--- src/rtl/video_timing_gen.sv ---
// Raster timing generator: free-running h/v counters expose the scan position to object
// blocks and mix their pixel into a registered RGB/sync/de stream with one-cycle latency.
module video_timing_gen #(
    parameter int          HRES     = 1280,
    parameter int          HFP      = 110,
    parameter int          HSW      = 40,
    parameter int          HBP      = 220,
    parameter int          VRES     = 720,
    parameter int          VFP      = 5,
    parameter int          VSW      = 5,
    parameter int          VBP      = 20,
    parameter bit          SYNC_POL = 1'b1,
    parameter logic [23:0] BG_COLOR = 24'h000000
) (
    input  logic               pixel_clk,
    input  logic               rst,
    output logic signed [11:0] hpos,
    output logic signed [11:0] vpos,
    output logic               fsync,
    input  logic [7:0]         obj_pixel [0:2],
    input  logic               obj_active,
    output logic [23:0]        rgb,
    output logic               hsync,
    output logic               vsync,
    output logic               de
);

    localparam int HTOT = HRES + HFP + HSW + HBP;
    localparam int VTOT = VRES + VFP + VSW + VBP;

    localparam logic [10:0] H_ACT  = 11'(HRES);
    localparam logic [10:0] H_SS   = 11'(HRES + HFP);
    localparam logic [10:0] H_SE   = 11'(HRES + HFP + HSW - 1);
    localparam logic [10:0] H_LAST = 11'(HTOT - 1);
    localparam logic [10:0] V_ACT  = 11'(VRES);
    localparam logic [10:0] V_SS   = 11'(VRES + VFP);
    localparam logic [10:0] V_SE   = 11'(VRES + VFP + VSW - 1);
    localparam logic [10:0] V_LAST = 11'(VTOT - 1);

    logic [10:0] hcnt;
    logic [10:0] vcnt;
    logic [10:0] hnext;
    logic [10:0] vnext;
    logic        active_p0;
    logic        hsync_p0;
    logic        vsync_p0;
    logic        vld_p1;
    logic        hsync_p1;
    logic        vsync_p1;
    logic [23:0] rgb_p1;

    function automatic logic [23:0] pick_pixel(input logic in_active, input logic obj_on,
                                               input logic [7:0] r, input logic [7:0] g,
                                               input logic [7:0] b);
        if (!in_active)
            return 24'h000000;
        if (obj_on)
            return {r, g, b};
        return BG_COLOR;
    endfunction

    always_comb begin
        hnext = hcnt + 11'd1;
        vnext = vcnt;
        if (hcnt == H_LAST) begin
            hnext = '0;
            vnext = (vcnt == V_LAST) ? '0 : vcnt + 11'd1;
        end
    end

    // Stage p0: decode the current scan position; object inputs are sampled alongside.
    assign active_p0 = (hcnt < H_ACT) && (vcnt < V_ACT);
    assign hsync_p0  = (hcnt >= H_SS) && (hcnt <= H_SE);
    assign vsync_p0  = (vcnt >= V_SS) && (vcnt <= V_SE);

    // fsync is precomputed from the next counts so it lines up with hpos=0, vpos=VRES.
    always_ff @(posedge pixel_clk) begin
        if (rst) begin
            hcnt     <= '0;
            vcnt     <= '0;
            fsync    <= 1'b0;
            vld_p1   <= 1'b0;
            rgb_p1   <= 24'h000000;
            hsync_p1 <= ~SYNC_POL;
            vsync_p1 <= ~SYNC_POL;
        end else begin
            hcnt     <= hnext;
            vcnt     <= vnext;
            fsync    <= (hnext == '0) && (vnext == V_ACT);
            vld_p1   <= active_p0;
            rgb_p1   <= pick_pixel(active_p0, obj_active, obj_pixel[2], obj_pixel[1], obj_pixel[0]);
            hsync_p1 <= hsync_p0 ? SYNC_POL : ~SYNC_POL;
            vsync_p1 <= vsync_p0 ? SYNC_POL : ~SYNC_POL;
        end
    end

    // Stage p1: registered stream to the encoder, one cycle behind hpos/vpos.
    assign hpos  = $signed({1'b0, hcnt});
    assign vpos  = $signed({1'b0, vcnt});
    assign de    = vld_p1;
    assign rgb   = rgb_p1;
    assign hsync = hsync_p1;
    assign vsync = vsync_p1;

endmodule

--- config.mk ---
export PLATFORM = sky130hd
export DESIGN_NAME = video_timing_gen
export DESIGN_NICKNAME = d
export VERILOG_FILES = /design/src/rtl/video_timing_gen.sv
export SDC_FILE = /design/constraint.sdc
export NUM_CORES = 1
export LEC_CHECK = 0
export BUFFER_PORTS_ARGS = -buffer_cell sky130_fd_sc_hd__buf_2
export CORE_MARGIN = 2
export CORE_UTILIZATION = 45
export DETAILED_ROUTE_END_ITERATION = 12
export HOLD_SLACK_MARGIN = 0.12
export PLACE_DENSITY = 0.86
export SLEW_MARGIN = 20
export SYNTH_ARGS = -nofsm -noshare
export SYNTH_HDL_FRONTEND = slang
export SYNTH_SLANG_ARGS = --single-unit
--- constraint.sdc ---
create_clock -name pixel_clk -period 2.07 [get_ports pixel_clk]
set_input_delay 0.414 -clock pixel_clk [delete_from_list [all_inputs] [get_ports pixel_clk]]
set_output_delay 0.414 -clock pixel_clk [all_outputs]
set_load 0.1 [all_outputs]
==> metrics.md <==
| Metric | Value |
|---|---|
| Outcome | `completed` |
| Power density over the cells | `660 mW/mm^2` |
| CP max FO | `7` |
| Die span in x | `75.1 microns` |
| Largest net degree at the start of global routing | `26` |
| Gpl congestion | `0.897` |
| Clock-pin slew of the registers on the worst-case setup and hold paths | `0.09 ns` |
| CP arrival | `2.28 ns` |
| Final Core Density | `60.3%` |
| Flops & latches, synth | `50` |
| Vias/cell | `5.28` |
| Final count of negative-setup-slack endpoints | `0` |
| Commonest cells after routing, fill and taps aside | `sky130_fd_sc_hd__buf_2, sky130_fd_sc_hd__and3_1, sky130_fd_sc_hd__dfxtp_1, sky130_fd_sc_hd__nor2_1` |
| H-Tree Level Count | `2` |
| Die outline height | `75.1 microns` |
| Antenna violations before repair | `0` |
| Commonest register cell after synthesis | `sky130_fd_sc_hd__dfxtp_1` |
| Proportion of synthesized chip area in sequential cells | `44.0%` |
| First-pass detailed-route iteration total | `4` |
| TritonCTS clock tree | `yes` |
| Area used by sequential logic in the layout | `0.00106 sq mm` |
| Std-Cell Rows | `25` |
| Full die area | `0.00564 sq mm` |
| CTS sink count | `50` |
| Max-cap violations | `0` |
| Placed wire-length estimate | `3.88 mm` |
| Pins Over Slew Limit | `0` |
| Area share of the largest cell type after synthesis | `44.0%` |
| Cell taking the most area after synthesis | `sky130_fd_sc_hd__dfxtp_1` |
| Number of enable-type register cells in the synthesized netlist | `0` |
| Number of buffers created by CTS | `5` |
| Delay of the slowest cell on the worst path | `0.55 ns` |
| Post-detailed-routing wire length | `5.32 mm` |
| Clock root buffer | `sky130_fd_sc_hd__clkbuf_8` |
| Clock network latency to the later pin of the worst-skew pair | `0.32 ns` |
| Ys Warns | `0` |
| Required time at the worst-slack endpoint | `2.34 ns` |
| Minimum clock period | `2.02 ns` |
| Ratio of cells with drive above 1 in the final layout | `40.2%` |
| Peak Freq | `496 MHz` |
| Total number of nets in the final design | `353` |
| Initial drt markers | `97` |
| Critical path cell sequence | `inv_2, ha_4, nor3b_4, nand3_2, or4_4, a2111oi_4, and4b_1` |
| Crit-path slowest cell | `sky130_fd_sc_hd__or4_4` |
| Count of endpoints failing hold in the final timing report | `0` |
| # IOs | `79` |
| Setup Buffers After CTS | `0` |
| Initial core utilization | `47.5%` |
| Overall Global Routing Usage | `19.2%` |
| Largest cells by area after synthesis | `sky130_fd_sc_hd__dfxtp_1, sky130_fd_sc_hd__and3_1, sky130_fd_sc_hd__nor2_1` |
| Count of different cell masters after synthesis | `51` |
| Number of inserted diodes | `0` |
| Routed via count | `2061` |
| Async set or reset register ratio after synthesis | `0%` |
| Leakage power summed over all cells | `1.32 nW` |
| Number of fillers in the final layout | `418` |
| Sum of negative setup slack | `0 ns` |
| Startpoint-to-endpoint class of the critical path | `reg2reg` |
| Type of origin of the critical path | `flip-flop` |
| Routed wirelength normalized by instance count | `13.6 microns` |
| Port Buffer Count | `76` |
| DRC violation count after routing | `0` |
| Maximum vdd ir drop | `0.495 mV` |
| Hold buffer count at cts | `0` |
| Type of destination of the critical path | `flip-flop` |
| Core Box Area | `0.00479 sq mm` |
| Clock Skews | `0.00256 ns` |
| Synthesis-to-finish area growth | `26.9%` |
| Maximum buffer depth of the clock tree | `2` |
| Detail Route Antenna Nets | `0` |
| Number of global-route vias before repair | `1903` |
| Area used by multi-input combinational logic | `0.00121 sq mm` |
| Count of mapped cells out of synthesis | `255` |
| Post-route fraction of the period consumed by the critical path | `97.4%` |
| First-pass GRT wire length | `8.26 mm` |
| Average cell area after synthesis | `8.92 sq um` |
| Most common cell after layout, fill and taps aside | `sky130_fd_sc_hd__buf_2` |
| Path category of the worst min-delay check | `in2reg` |
| Cell area after synthesis | `0.00227 sq mm` |
| Total global routing overflow | `0` |
==> through the flow <==
stage          area [sq um]  setup slack [ns]  hold WS, ns  power, mW  instances
4_1_cts                2860           0.00324        0.307       1.92        390
2_1_floorplan          2370           -0.0387        0.490       1.26        256
3_3_place_gp           2760             0.105        0.469       1.31        382
6_report               2890            0.0541        0.318       1.90        390
5_1_grt                2890          -0.00471        0.308       1.98        390
3_5_place_dp           2760            0.0202        0.481       1.32        382
==> synthesized netlist by cell type, types with 2 or more instances <==
master                      n
sky130_fd_sc_hd__a21boi_0   2
sky130_fd_sc_hd__a21oi_1    9
sky130_fd_sc_hd__a31oi_1    3
sky130_fd_sc_hd__and2_1     2
sky130_fd_sc_hd__and3_1    33
sky130_fd_sc_hd__and4_1     2
sky130_fd_sc_hd__buf_2      6
sky130_fd_sc_hd__buf_4      2
sky130_fd_sc_hd__clkbuf_1  13
sky130_fd_sc_hd__dfxtp_1   50
sky130_fd_sc_hd__ha_1       4
sky130_fd_sc_hd__inv_1      5
sky130_fd_sc_hd__nand2_1   11
sky130_fd_sc_hd__nand2b_1   2
sky130_fd_sc_hd__nand3_1   12
sky130_fd_sc_hd__nand4_1    6
sky130_fd_sc_hd__nor2_1    24
sky130_fd_sc_hd__nor3_1     4
sky130_fd_sc_hd__nor3b_1    4
sky130_fd_sc_hd__nor4_1     2
sky130_fd_sc_hd__o211ai_1   3
sky130_fd_sc_hd__o21ai_0   13
sky130_fd_sc_hd__o22ai_1    2
sky130_fd_sc_hd__or3_2      2
sky130_fd_sc_hd__xnor2_1    6
sky130_fd_sc_hd__xor2_1     8
==> path summary, 6_finish.rpt <==
| path | start | to | slack [ns] | depth (start not counted) |
|---|---|---|---|---|
| max | hcnt[1] | fsync | 0.05 | 7 |
| min | obj_pixel[0] | rgb[16] | 0.32 | 2 |
| max reg2reg | hcnt[1] | fsync | 0.05 | 7 |
| min reg2reg | hcnt[0] | hcnt[0] | 0.49 | 1 |
==> logic make-up (layout without fill, tap and decap cells) <==
logic type               count (synthesis)  count (layout)  synth area share, %
AO/OA/AOI/OAI                           41              41                 11.6
XOR/XNOR                                14              14                 5.39
adder cells (fa/ha/maj)                  4               4                 2.20
buffers and inverters                   27              94                 5.45
flip-flops                              50              50                 44.0
multiplexers                             1               1                0.495
other                                    1               2                0.165
AND/OR/NAND/NOR                        117             117                 30.7
==> registers in the layout, indices dropped and copies added (netlist names) <==
register	cells
vsync	1
vcnt	11
rgb	24
de	1
hcnt	11
fsync	1
hsync	1
==> power breakdown <==
group / internal (mW) / switching (mW)
clock network: 0.249 / 0.354
logic: 0.0631 / 0.249
registers: 0.973 / 0.0155
total: 1.28 / 0.619
==> worst max-delay path, delay by kind of cell (launching register included) <==
kind | cells | cell delay, ns
AO/OA/AOI/OAI | 1 | 0.29
adder cells (fa/ha/maj) | 1 | 0.12
buffers and inverters | 1 | 0.07
flip-flops | 1 | 0.38
AND/OR/NAND/NOR | 4 | 1.12
==> cell type report <==
type / count / share of cell area (%)
Inverter: 5 / 0.650
Multi-Input combinational cell: 179 / 41.9
Timing Repair Buffer: 81 / 14.5
Tap cell: 67 / 2.91
Clock inverter: 3 / 0.911
Clock buffer: 5 / 2.39
Sequential cell: 50 / 36.8
==> layer usage <==
metal / GRT usage, % / routed length [microns]
met3: 6.56 / 363
met4: 7.54 / 102
met2: 33.0 / 2690
met5: 0 / 0
met1: 21.8 / 2160
==> what timing repair did <==
action / in CTS / in global routing
pin swaps: 0 / 2
endpoints found under the setup margin: 1 / 1
gates cloned: 0 / 0
resized for setup: 1 / 5
No activity file was read; power rests on OpenSTA's default activity.
